**src/rtl/seq_divider.sv**
```systemverilog
// seq_divider: multi-cycle unsigned restoring divider with a start/ready/done
// handshake. One trial subtraction and one quotient bit are produced per clock.
module seq_divider #(
  parameter int unsigned WIDTH = 16
) (
  input  logic             clk,
  input  logic             rst,
  input  logic             start,
  input  logic [WIDTH-1:0] dividend,
  input  logic [WIDTH-1:0] divisor,
  output logic             ready,
  output logic             done,
  output logic [WIDTH-1:0] quotient,
  output logic [WIDTH-1:0] remainder,
  output logic             dz
);

  localparam int unsigned CW = $clog2(WIDTH + 1);
  localparam logic [WIDTH+1:0] ONE = {{(WIDTH+1){1'b0}}, 1'b1};

  typedef enum logic [1:0] {
    IDLE = 2'd0,
    BUSY = 2'd1,
    DONE = 2'd2
  } state_t;

  state_t           state_q, state_d;
  logic [WIDTH:0]   r_q, r_d;
  logic [WIDTH-1:0] q_q, q_d;
  logic [WIDTH-1:0] d_q, d_d;
  logic [CW-1:0]    cnt_q, cnt_d;
  logic [WIDTH-1:0] quot_q, quot_d;
  logic [WIDTH-1:0] rem_q, rem_d;
  logic             dz_q, dz_d;

  logic [WIDTH:0]   r_shift;
  logic [WIDTH+1:0] trial;
  logic             no_borrow;
  logic [WIDTH:0]   r_next;
  logic [WIDTH-1:0] q_next;

  // The stored partial remainder is always below the divisor, so its top
  // bit is structurally zero and never read back.
  logic unused_r_top;
  assign unused_r_top = r_q[WIDTH];

  // Trial subtraction R' + ~{0,D} + 1; carry-out set means no borrow.
  always_comb begin
    r_shift   = {r_q[WIDTH-1:0], q_q[WIDTH-1]};
    trial     = {1'b0, r_shift} + {1'b0, ~{1'b0, d_q}} + ONE;
    no_borrow = trial[WIDTH+1];
    r_next    = no_borrow ? trial[WIDTH:0] : r_shift;
    q_next    = {q_q[WIDTH-2:0], no_borrow};
  end

  // Next-state and datapath control.
  always_comb begin
    state_d = state_q;
    r_d     = r_q;
    q_d     = q_q;
    d_d     = d_q;
    cnt_d   = cnt_q;
    quot_d  = quot_q;
    rem_d   = rem_q;
    dz_d    = dz_q;
    case (state_q)
      IDLE, DONE: begin
        state_d = IDLE;
        if (start) begin
          q_d   = dividend;
          d_d   = divisor;
          r_d   = '0;
          cnt_d = CW'(WIDTH);
          dz_d  = 1'b0;
          if (divisor == '0) begin
            state_d = DONE;
            quot_d  = '1;
            rem_d   = dividend;
            dz_d    = 1'b1;
          end else begin
            state_d = BUSY;
          end
        end
      end
      BUSY: begin
        r_d   = r_next;
        q_d   = q_next;
        cnt_d = cnt_q - CW'(1);
        if (cnt_q == CW'(1)) begin
          state_d = DONE;
          quot_d  = q_next;
          rem_d   = r_next[WIDTH-1:0];
          dz_d    = 1'b0;
        end
      end
      default: state_d = IDLE;
    endcase
  end

  // State and datapath registers, all cleared by asynchronous reset.
  always_ff @(posedge clk or posedge rst) begin
    if (rst) begin
      state_q <= IDLE;
      r_q     <= '0;
      q_q     <= '0;
      d_q     <= '0;
      cnt_q   <= '0;
      quot_q  <= '0;
      rem_q   <= '0;
      dz_q    <= 1'b0;
    end else begin
      state_q <= state_d;
      r_q     <= r_d;
      q_q     <= q_d;
      d_q     <= d_d;
      cnt_q   <= cnt_d;
      quot_q  <= quot_d;
      rem_q   <= rem_d;
      dz_q    <= dz_d;
    end
  end

  // Handshake outputs decoded from the state register.
  always_comb begin
    ready     = (state_q == IDLE) || (state_q == DONE);
    done      = (state_q == DONE);
    quotient  = quot_q;
    remainder = rem_q;
    dz        = dz_q;
  end

endmodule

```
**config.mk**
```make
export PLATFORM = sky130hd
export DESIGN_NAME = seq_divider
export DESIGN_NICKNAME = d
export VERILOG_FILES = /design/src/rtl/seq_divider.sv
export SDC_FILE = /design/constraint.sdc
export NUM_CORES = 1
export LEC_CHECK = 0
export BUFFER_PORTS_ARGS = -buffer_cell sky130_fd_sc_hd__buf_2
export CORE_ASPECT_RATIO = 1.25
export CORE_MARGIN = 10
export CORE_UTILIZATION = 55
export CTS_CLUSTER_DIAMETER = 100
export DETAILED_ROUTE_END_ITERATION = 12
export GPL_ROUTABILITY_DRIVEN = 0
export MAX_ROUTING_LAYER = met4
export PLACE_DENSITY = 0.89
export SYNTH_ARGS = -nofsm -noshare
export SYNTH_HDL_FRONTEND = slang
export SYNTH_SLANG_ARGS = --single-unit
```
**constraint.sdc**
```tcl
create_clock -name clk -period 7.5 [get_ports clk]
set_clock_uncertainty 0.2 [all_clocks]
set_input_delay 1.5 -clock clk [delete_from_list [all_inputs] [get_ports clk]]
set_output_delay 1.5 -clock clk [all_outputs]
set_load 0.005 [all_outputs]
```
==> results of run 1 <==
placed cells by master, fill, tap and decap left out, types with 6 or more instances in the layout:
cell,netlist,routed
a31oi_1,19,19
nand3_1,7,7
clkbuf_8,0,10
nand2_1,105,105
nor2_1,40,40
a21oi_1,22,22
and3_1,6,6
inv_1,26,25
o21ai_0,55,55
dfrtp_1,88,88
o31ai_1,7,7
buf_2,1,69
ha_1,18,18
mux2i_1,8,8
a211oi_1,8,8
per-layer routing:
metal	vias up	GRT usage, %	wire (microns)
met5	-	-	0
met4	0	8.96	197
met3	19	3.74	822
met2	182	31.6	5790
met1	1995	24.6	4830
li1	1931	-	-
how the worst min path moves through the flow:
stage,from,to,slack [ns],cells past startpoint
floorplan,cnt_q[4],cnt_q[4],0.25,1
global placement,cnt_q[4],cnt_q[4],0.26,1
detailed placement,cnt_q[4],cnt_q[4],0.27,1
CTS,cnt_q[4],cnt_q[4],0.28,1
global route,cnt_q[4],cnt_q[4],0.32,1
finish,cnt_q[4],cnt_q[4],0.28,1
worst max-delay path, delay by kind of cell:
family	cells	cell delay [ns]
buffers and inverters	2	0.46
AO/OA/AOI/OAI	2	0.35
AND/OR/NAND/NOR	5	1.71
stage by stage:
step,hold WS [ns],instance area [sq um],utilization [%],cells
6_report,0.285,5170,63.1,680
5_1_grt,0.320,5170,63.1,680
4_1_cts,0.282,5170,63.1,680
3_5_place_dp,0.271,4990,60.9,664
3_3_place_gp,0.265,4990,60.9,664
2_1_floorplan,0.246,4590,-,517
cell families (layout without fill, tap and decap cells):
kind of cell / Yosys count / count (layout)
and+or+nand+nor: 192 / 192
AOI/OAI and AO/OA: 151 / 151
DFF: 88 / 88
buffers and inverters: 50 / 116
adders and majority gates: 19 / 19
xor gates and xnor gates: 9 / 9
muxes: 8 / 8
power groups by stage:
| stage | Sequential (uW) | Combinational (uW) | Clock (uW) |
|---|---|---|---|
| global route | 902 | 1750 | 332 |
| detailed placement | 880 | 1530 | 0 |
| global placement | 869 | 1460 | 0 |
| finish | 876 | 1560 | 314 |
| floorplan | 845 | 1150 | 0 |
| CTS | 872 | 1550 | 313 |
Yosys cell counts (all sizes together), types with 2 or more instances:
cell      n
a21oi    22
nand2b    3
or2       2
o22ai     5
o31ai     7
nor3      5
nand3     7
xor2      5
o21ai    59
nor4      4
nor2     40
nand2   106
a31oi    19
a22oi     4
o21a      4
and2      3
xnor2     4
a21o      3
o21bai    3
dfrtp    88
buf       4
or3       5
nor2b     4
a32o      2
inv      26
or4       2
a211oi    8
and3      6
mux2i     8
ha       18
o31a      2
clkbuf   20
a32oi     2
nor4b     2
cell type report:
cell class	instances	area [sq um]	area share (%)
well taps	97	121	2.35
inverters	26	98.8	1.91
clock buffers	10	138	2.66
clock inverters	6	42.5	0.822
repair buffers	74	383	7.40
flip-flops and latches	88	2200	42.6
multi-input cells	379	2190	42.3
state kept, by name (all words and copies together) (netlist names):
signal,count
quotient,16
q_q,16
d_q,16
cnt_q,5
remainder,16
state_q,2
r_q,16
dz,1
==> impl_metrics.json, run 1 <==
{
  "grt_pass1_wl_mm": 19.4,
  "peakVddDrop_uv": 229,
  "grt_setup_unrepaired": "no",
  "crit_start": "divisor[3]",
  "async_flop_share_pct": 100,
  "htree_num_levels": 3,
  "syn2layout_area_growth_pct": 12.8,
  "yosysTopAreaCellShare_pct": 48.0,
  "comb_power_share_pct": 56.8,
  "slowest_stage": "and2_1",
  "slew_violations": 0,
  "synthSimpleGateAreaFrac_pct": 18.2,
  "cp_max_fo": 22,
  "critPathRequiredTime_ns": 7.61,
  "dieArea_sq_um": 12400,
  "synthXorXnorAreaFrac_pct": 1.72,
  "p_leak_uw": 0.00243,
  "outcome": "completed",
  "initial_core_util_pct": 56.0,
  "yosys.area.top_type": "dfrtp_1",
  "vias": 4127,
  "grt_pass1_vias": 4016,
  "dr.pass1.iters": 5,
  "fin_ws_ns": 3.58,
  "swShare_pct": 46.2,
  "synth_area_leaders": "dfrtp_1, nand2_1, o21ai_0, ha_1, nor2_1",
  "drive_gt1_share_pct": 17.0,
  "seq_power_share_pct": 31.8,
  "power_frac_clock_pct": 11.4,
  "synth-edff-count": 0,
  "cts_hold_buffers": 0,
  "die_width_microns": 102,
  "synth_nets": 571,
  "p_switching_uw": 1270,
  "wl_per_cell_microns": 17.1,
  "max_slew.worst_pin.slew_ns": 1.07,
  "crit_top_cell": "nor2_1",
  "cp-endpoint": "remainder[15]",
  "postSynthCellCount": 517,
  "rows": 37,
  "ys.flop_type": "dfrtp_1",
  "ant_nets": 0,
  "grt_max_degree": 89,
  "setup_viol": 0,
  "cts.clk_slew.worst_paths_ns": 0.10,
  "power_uw": 2750,
  "drt-initial-drc-count": 319,
  "synth_area_sq_um": 4590,
  "cts-root-buf": "clkbuf_8",
  "yosys_warnings": 0,
  "seq_area_frac_synth_pct": 48.0,
  "synthMuxAreaShare_pct": 1.75,
  "synth_cell_types": 54,
  "hpwlAfterDp_mm": 8.32,
  "reg2reg_depth": 7,
  "fin_crit_ns": 3.92,
  "port_buffers": 69,
  "worstReg2RegStart": "r_q[13]",
  "core-area_sq_um": 8190,
  "syn_area_per_cell_sq_um": 8.87,
  "hold_path.class": "reg -> reg",
  "p_per_area_nw_per_um2": 532,
  "fmax_ghz": 0.255,
  "grtUsageTotal_pct": 20.1,
  "wirelength_mm": 11.6,
  "slew_headroom_pct": 28.8,
  "r2r-end": "remainder[5]",
  "p_int_uw": 1480,
  "max_stage_delay_ns": 0.61,
  "layout.nets": 632,
  "io_pins": 70,
  "clk_latency_ns": 0.38,
  "crit_chain": "buf_2, nor4_1, and4_1, and2_1, nor2_1, inv_1, nor2_1, a211oi_1, o31a_1",
  "synth_seq_cells": 88,
  "hold_viol_final": 0,
  "cts_sinks": 88,
  "critPathLaunchType": "primary input",
  "cts_tree": "built",
  "cts_buffer_depth": 2,
  "synth_compound_area_share_pct": 20.6,
  "overflow": 0,
  "viasPerCell": 6.07,
  "path_class": "in -> reg",
  "cts_inserted_buffers": 9,
  "synth_top_family_by_area": "compound AO/OA/AOI/OAI gates",
  "fillers": 699,
  "r2r_setup_slack_ns": 4.23,
  "cp-end-kind": "flip-flop",
  "critical_path_arrival_ns": 4.03,
  "drc": 0,
  "synthAdderAreaFrac_pct": 5.35,
  "post-route-period-util_pct": 52.3,
  "pre_cts_ws_ns": 3.19,
  "chipHeight_microns": 122,
  "setup_tns_ns": 0,
  "drv_cap": 0,
  "post_cts.repair.setup_buffers": 0,
  "diodes": 0,
  "cts_resized": 0,
  "antenna_found_initial": 0
}
Power figures use the tool's default switching activity.
==> run 2: changes to the inputs <==
Clock period 7.5 ns to 3.9 ns, I/O delays scaled along.
==> impl_metrics.json, run 2 (same netlist as run 1, synthesis figures left out) <==
{
  "io_pins": 70,
  "cts_sinks": 88,
  "wirelength_mm": 11.7,
  "setup_tns_ns": 0,
  "dr.pass1.iters": 6,
  "setup_viol": 0,
  "seq_power_share_pct": 31.8,
  "chipHeight_microns": 122,
  "cts_resized": 0,
  "fin_ws_ns": 0.686,
  "rows": 37,
  "outcome": "completed",
  "syn2layout_area_growth_pct": 13.2,
  "grt_setup_unrepaired": "no",
  "htree_num_levels": 3,
  "final_common_cell": "nand2_1",
  "grt_max_degree": 58,
  "hold_viol_final": 0,
  "fmax_ghz": 0.311,
  "fin_crit_ns": 3.21,
  "drive_gt1_share_pct": 16.8,
  "p_int_uw": 2890,
  "die_width_microns": 102,
  "hold_ws_ns": 0.302,
  "post_cts.repair.setup_buffers": 0,
  "pre_cts_ws_ns": 0.761,
  "critPathRequiredTime_ns": 3.96,
  "viasPerCell": 5.95,
  "critical_path_arrival_ns": 3.27,
  "p_switching_uw": 2400,
  "cts.clk_slew.worst_paths_ns": 0.08,
  "p_per_area_nw_per_um2": 1020,
  "fillers": 668,
  "cp-end-kind": "flip-flop",
  "cts_tree": "built",
  "vias": 4055,
  "slew_headroom_pct": 41.8,
  "path_class": "reg -> reg",
  "power_frac_clock_pct": 11.5,
  "post-route-period-util_pct": 82.4,
  "hpwlAfterDp_mm": 8.45,
  "ant_nets": 0,
  "peakVddDrop_uv": 428,
  "cts_hold_buffers": 0,
  "cp_max_fo": 16,
  "max_slew.worst_pin.slew_ns": 0.870,
  "slew_violations": 0,
  "port_buffers": 69,
  "antenna_found_initial": 0,
  "p_leak_uw": 0.00243,
  "layout.nets": 635,
  "clk_latency_ns": 0.37,
  "drc": 0,
  "cts_inserted_buffers": 9,
  "final_cell_mix": "nand2_1, dfrtp_1, buf_2",
  "comb_power_share_pct": 56.7,
  "drt-initial-drc-count": 314,
  "hold_path.class": "in -> async",
  "critPathLaunchType": "flip-flop",
  "overflow": 0,
  "wl_per_cell_microns": 17.2,
  "diodes": 0,
  "cts_buffer_depth": 2,
  "initial_core_util_pct": 56.0,
  "core-area_sq_um": 8190,
  "drv_cap": 0,
  "dieArea_sq_um": 12400,
  "grt_pass1_wl_mm": 19.3,
  "swShare_pct": 45.4,
  "cts-root-buf": "clkbuf_8",
  "grt_pass1_vias": 4098,
  "grtUsageTotal_pct": 19.9
}
==> run 2: cell types whose count changed in the layout (fill, tap and decap cells not counted) <==
| cell | delta |
|---|---|
| clkinv_2 | -2 |
| bufinv_16 | +1 |
| inv_6 | -2 |
| clkbuf_8 | -1 |
| buf_4 | +3 |
| clkbuf_1 | +2 |
==> run 2: power groups by stage <==
stage	logic, uW	registers [uW]	clock network, uW
2_1_floorplan	2210	1630	0
3_3_place_gp	2800	1670	0
3_5_place_dp	2950	1690	0
4_1_cts	2990	1670	612
5_1_grt	3350	1730	653
6_report	3000	1680	609
==> run 2: through the flow <==
step	instance area, sq um	instances	utilization (%)	power (uW)
2_1_floorplan	4590	517	-	3840
3_3_place_gp	5020	667	61.2	4470
3_5_place_dp	5020	667	61.2	4640
4_1_cts	5190	681	63.4	5270
5_1_grt	5190	681	63.4	5730
6_report	5190	681	63.4	5300
==> run 2: final timing paths <==
kind | end | cells after the start | from | slack, ns
setup / recovery | remainder[0] | 7 | r_q[13] | 0.69
hold / removal | remainder[14] | 2 | rst | 0.30
setup reg to reg | remainder[0] | 7 | r_q[13] | 0.69
hold reg to reg | quotient[5] | 2 | q_q[4] | 0.30
max in group asynchronous | remainder[5] | 3 | rst | 2.42
min in group clk | quotient[5] | 2 | q_q[4] | 0.30
==> run 2: area by class of cell <==
cell class	count	area, sq um	area share, %
multi-input combinational	379	2190	42.1
sequential	88	2200	42.4
clock buffer	11	131	2.53
inverter	26	98.8	1.90
clock inverter	3	45.0	0.867
tap	97	121	2.34
timing repair buffer	77	405	7.81
==> run 2: worst max-delay path: stages (launching register included) <==
cell	delay, ns
dfrtp_1	0.42
ha_1	0.36
a21oi_1	0.21
o21ai_1	0.15
a221oi_1	0.73
nand2_2	0.46
and2_1	0.33
o31ai_1	0.24
==> run 2: layer usage <==
metal / GRT usage, % / share of wire (%)
met5: - / 0
met3: 4.08 / 6.3
met2: 31.7 / 49
met4: 10.0 / 2.7
met1: 23.5 / 42
==> run 3: changes to the inputs <==
Settings changed: ABC_AREA set to 1, PLACE_DENSITY 0.89 to 0.88.
Clock period 3.9 ns to 3.3 ns, I/O delays scaled along.
==> impl_metrics.json, run 3 <==
{
  "max_slew.worst_pin.slew_ns": 0.672,
  "setup_tns_ns": 0,
  "p_leak_uw": 0.00292,
  "postSynthCellCount": 628,
  "wl_per_cell_microns": 15.0,
  "busiest_layer": "met2",
  "rows": 38,
  "grt_setup_unrepaired": "no",
  "setup_viol": 0,
  "slew_headroom_pct": 55.2,
  "max_stage_delay_ns": 0.45,
  "hpwlAfterDp_mm": 9.42,
  "yosys.area.top_type": "dfrtp_1",
  "grt_max_degree": 37,
  "yosysTopAreaCellShare_pct": 45.5,
  "peakVddDrop_uv": 453,
  "vias": 4446,
  "synth_cell_types": 33,
  "clk_latency_ns": 0.38,
  "die_width_microns": 104,
  "diodes": 0,
  "synth_area_leaders": "dfrtp_1, nand2_1, inv_1, nand3_1, ha_1",
  "fin_crit_ns": 2.68,
  "cp.depth": 10,
  "dieArea_sq_um": 13000,
  "drc": 0,
  "grt_pass1_wl_mm": 20.9,
  "dr.pass1.iters": 5,
  "critPathLaunchType": "flip-flop",
  "p_per_area_nw_per_um2": 1150,
  "synth_seq_cells": 88,
  "final_common_cell": "nand2_1",
  "final_area_sq_um": 5500,
  "synth_nets": 682,
  "hold_path.class": "in -> async",
  "path_class": "reg -> reg",
  "critical_path_arrival_ns": 2.80,
  "synthSimpleGateAreaFrac_pct": 27.5,
  "core-area_sq_um": 8650,
  "worstReg2RegStart": "r_q[8]",
  "synthAdderAreaFrac_pct": 5.07,
  "cts_sinks": 88,
  "synthTopCellsByCount": "nand2_1, inv_1, dfrtp_1, nand3_1, a21oi_1",
  "synthXorXnorAreaFrac_pct": 1.45,
  "slowest_stage": "dfrtp_1",
  "cts_tree": "built",
  "post_cts.repair.setup_buffers": 0,
  "overflow": 0,
  "cts.clk_slew.worst_paths_ns": 0.09,
  "cp-end-kind": "flip-flop",
  "critical_path_buf_inv_count": 1,
  "cts_resized": 0,
  "grt_pass1_vias": 4517,
  "crit_chain": "ha_1, nand2_1, nor2_1, and2_1, nand2_4, a21oi_4, nand2_1, nand3_1, nand2_1, inv_1",
  "cts_buffer_depth": 2,
  "synth_top_family_by_area": "simple AND/OR/NAND/NOR gates",
  "drt-initial-drc-count": 379,
  "crit_top_cell": "nand2_1",
  "drv_cap": 0,
  "cts-root-buf": "clkbuf_8",
  "final_cell_mix": "nand2_1, inv_1, dfrtp_1",
  "viasPerCell": 5.41,
  "syn_area_per_cell_sq_um": 7.70,
  "cp_max_fo": 18,
  "wirelength_mm": 12.3,
  "port_buffers": 69,
  "htree_num_levels": 3,
  "seqCellArea_sq_um": 2200,
  "outcome": "completed",
  "fillers": 761,
  "io_pins": 70,
  "cts_inserted_buffers": 9,
  "power_uw": 6330,
  "yosys_warnings": 0,
  "dpl_cell_area_sq_um": 5310,
  "multi_input_area_sq_um": 2140,
  "async_flop_share_pct": 100,
  "gr-usage-met1_pct": 21.9,
  "synth_compound_area_share_pct": 10.3,
  "synthMuxAreaShare_pct": 0,
  "cts_hold_buffers": 0,
  "syn2layout_area_growth_pct": 13.8,
  "layout.nets": 751,
  "synth.most_common_cell": "nand2_1",
  "chipHeight_microns": 125,
  "grtUsageMet2_pct": 32.6,
  "crit_start": "r_q[8]",
  "stdcell_count": 822,
  "hold_viol_final": 0,
  "antenna_found_initial": 0,
  "fmax_ghz": 0.373,
  "ys.flop_type": "dfrtp_1",
  "slew_violations": 0,
  "drive_gt1_share_pct": 17.5,
  "reg2reg_depth": 10,
  "initial_core_util_pct": 55.9,
  "synth-edff-count": 0,
  "synth_area_sq_um": 4840,
  "critical-path-top-delay-family": "simple AND/OR/NAND/NOR gates",
  "critPathRequiredTime_ns": 3.42,
  "grtUsageTotal_pct": 19.9,
  "seq_area_frac_synth_pct": 45.5,
  "dp.cells": 806,
  "grt_use_met3_pct": 5.02,
  "post-route-period-util_pct": 81.3,
  "ant_nets": 0
}
[run 3: cell count changes in the layout (fill, tap and decap cells not counted), sizes merged, moves of 7 or more]
cell,delta
a211oi,-7
nand2,+61
o21ai,-33
or2,+15
o31ai,-7
nand4,+20
a31oi,-19
mux2i,-8
o221ai,+13
a21oi,+18
nand3,+46
inv,+83
[run 3: worst register-to-register path, delay by kind of cell, from the launching register on]
family	cells	cell delay (ns)
flops	1	0.45
buf+inv	1	0.05
fa+ha+maj	1	0.41
simple gates	7	1.09
compound gates	1	0.42
[run 3: layer usage]
metal	routed length (microns)	share of wire, %
met5	0	0
met4	533	4.3
met3	765	6.2
met2	5990	49
met1	5050	41
[run 3: per-stage QoR]
| step | hold slack (ns) | setup slack [ns] | utilization [%] |
|---|---|---|---|
| 3_3_place_gp | 0.270 | 0.801 | 61.3 |
| 2_1_floorplan | 0.253 | 0.161 | - |
| 3_5_place_dp | 0.274 | 0.745 | 61.3 |
| 4_1_cts | 0.133 | 0.700 | 63.6 |
| 6_report | 0.126 | 0.618 | 63.6 |
| 5_1_grt | 0.163 | 0.432 | 63.6 |
[run 3: cell type report]
class                           count  area share, %
Clock inverter                      6           1.23
Timing Repair Buffer               77           7.37
Multi-Input combinational cell    413           38.9
Sequential cell                    88           40.0
Tap cell                          120           2.73
Inverter                          108           7.39
Clock buffer                       10           2.32
[run 3: path summary, 6_finish.rpt]
path                                 end  slack (ns)
max                        remainder[10]        0.62
min                         remainder[8]        0.13
max reg2reg                remainder[10]        0.62
min reg2reg                       d_q[3]        0.29
max in group asynchronous  remainder[10]        2.01
min in group clk                  d_q[3]        0.29
[run 3: power by group]
group / total (uW) / internal [uW] / switching, uW / leakage, uW
clock network: 759 / 353 / 407 / 0.0000929
registers: 1890 / 1600 / 289 / 0.00102
logic: 3680 / 1320 / 2360 / 0.00180
total: 6330 / 3280 / 3050 / 0.00292
[run 3: kinds of logic (layout without fill, tap and decap cells)]
| group | Yosys count | after routing |
|---|---|---|
| buffers and inverters | 127 | 201 |
| and+or+nand+nor | 302 | 302 |
| xor gates and xnor gates | 8 | 8 |
| DFF | 88 | 88 |
| adders and majority gates | 19 | 19 |
| AOI/OAI and AO/OA | 84 | 84 |
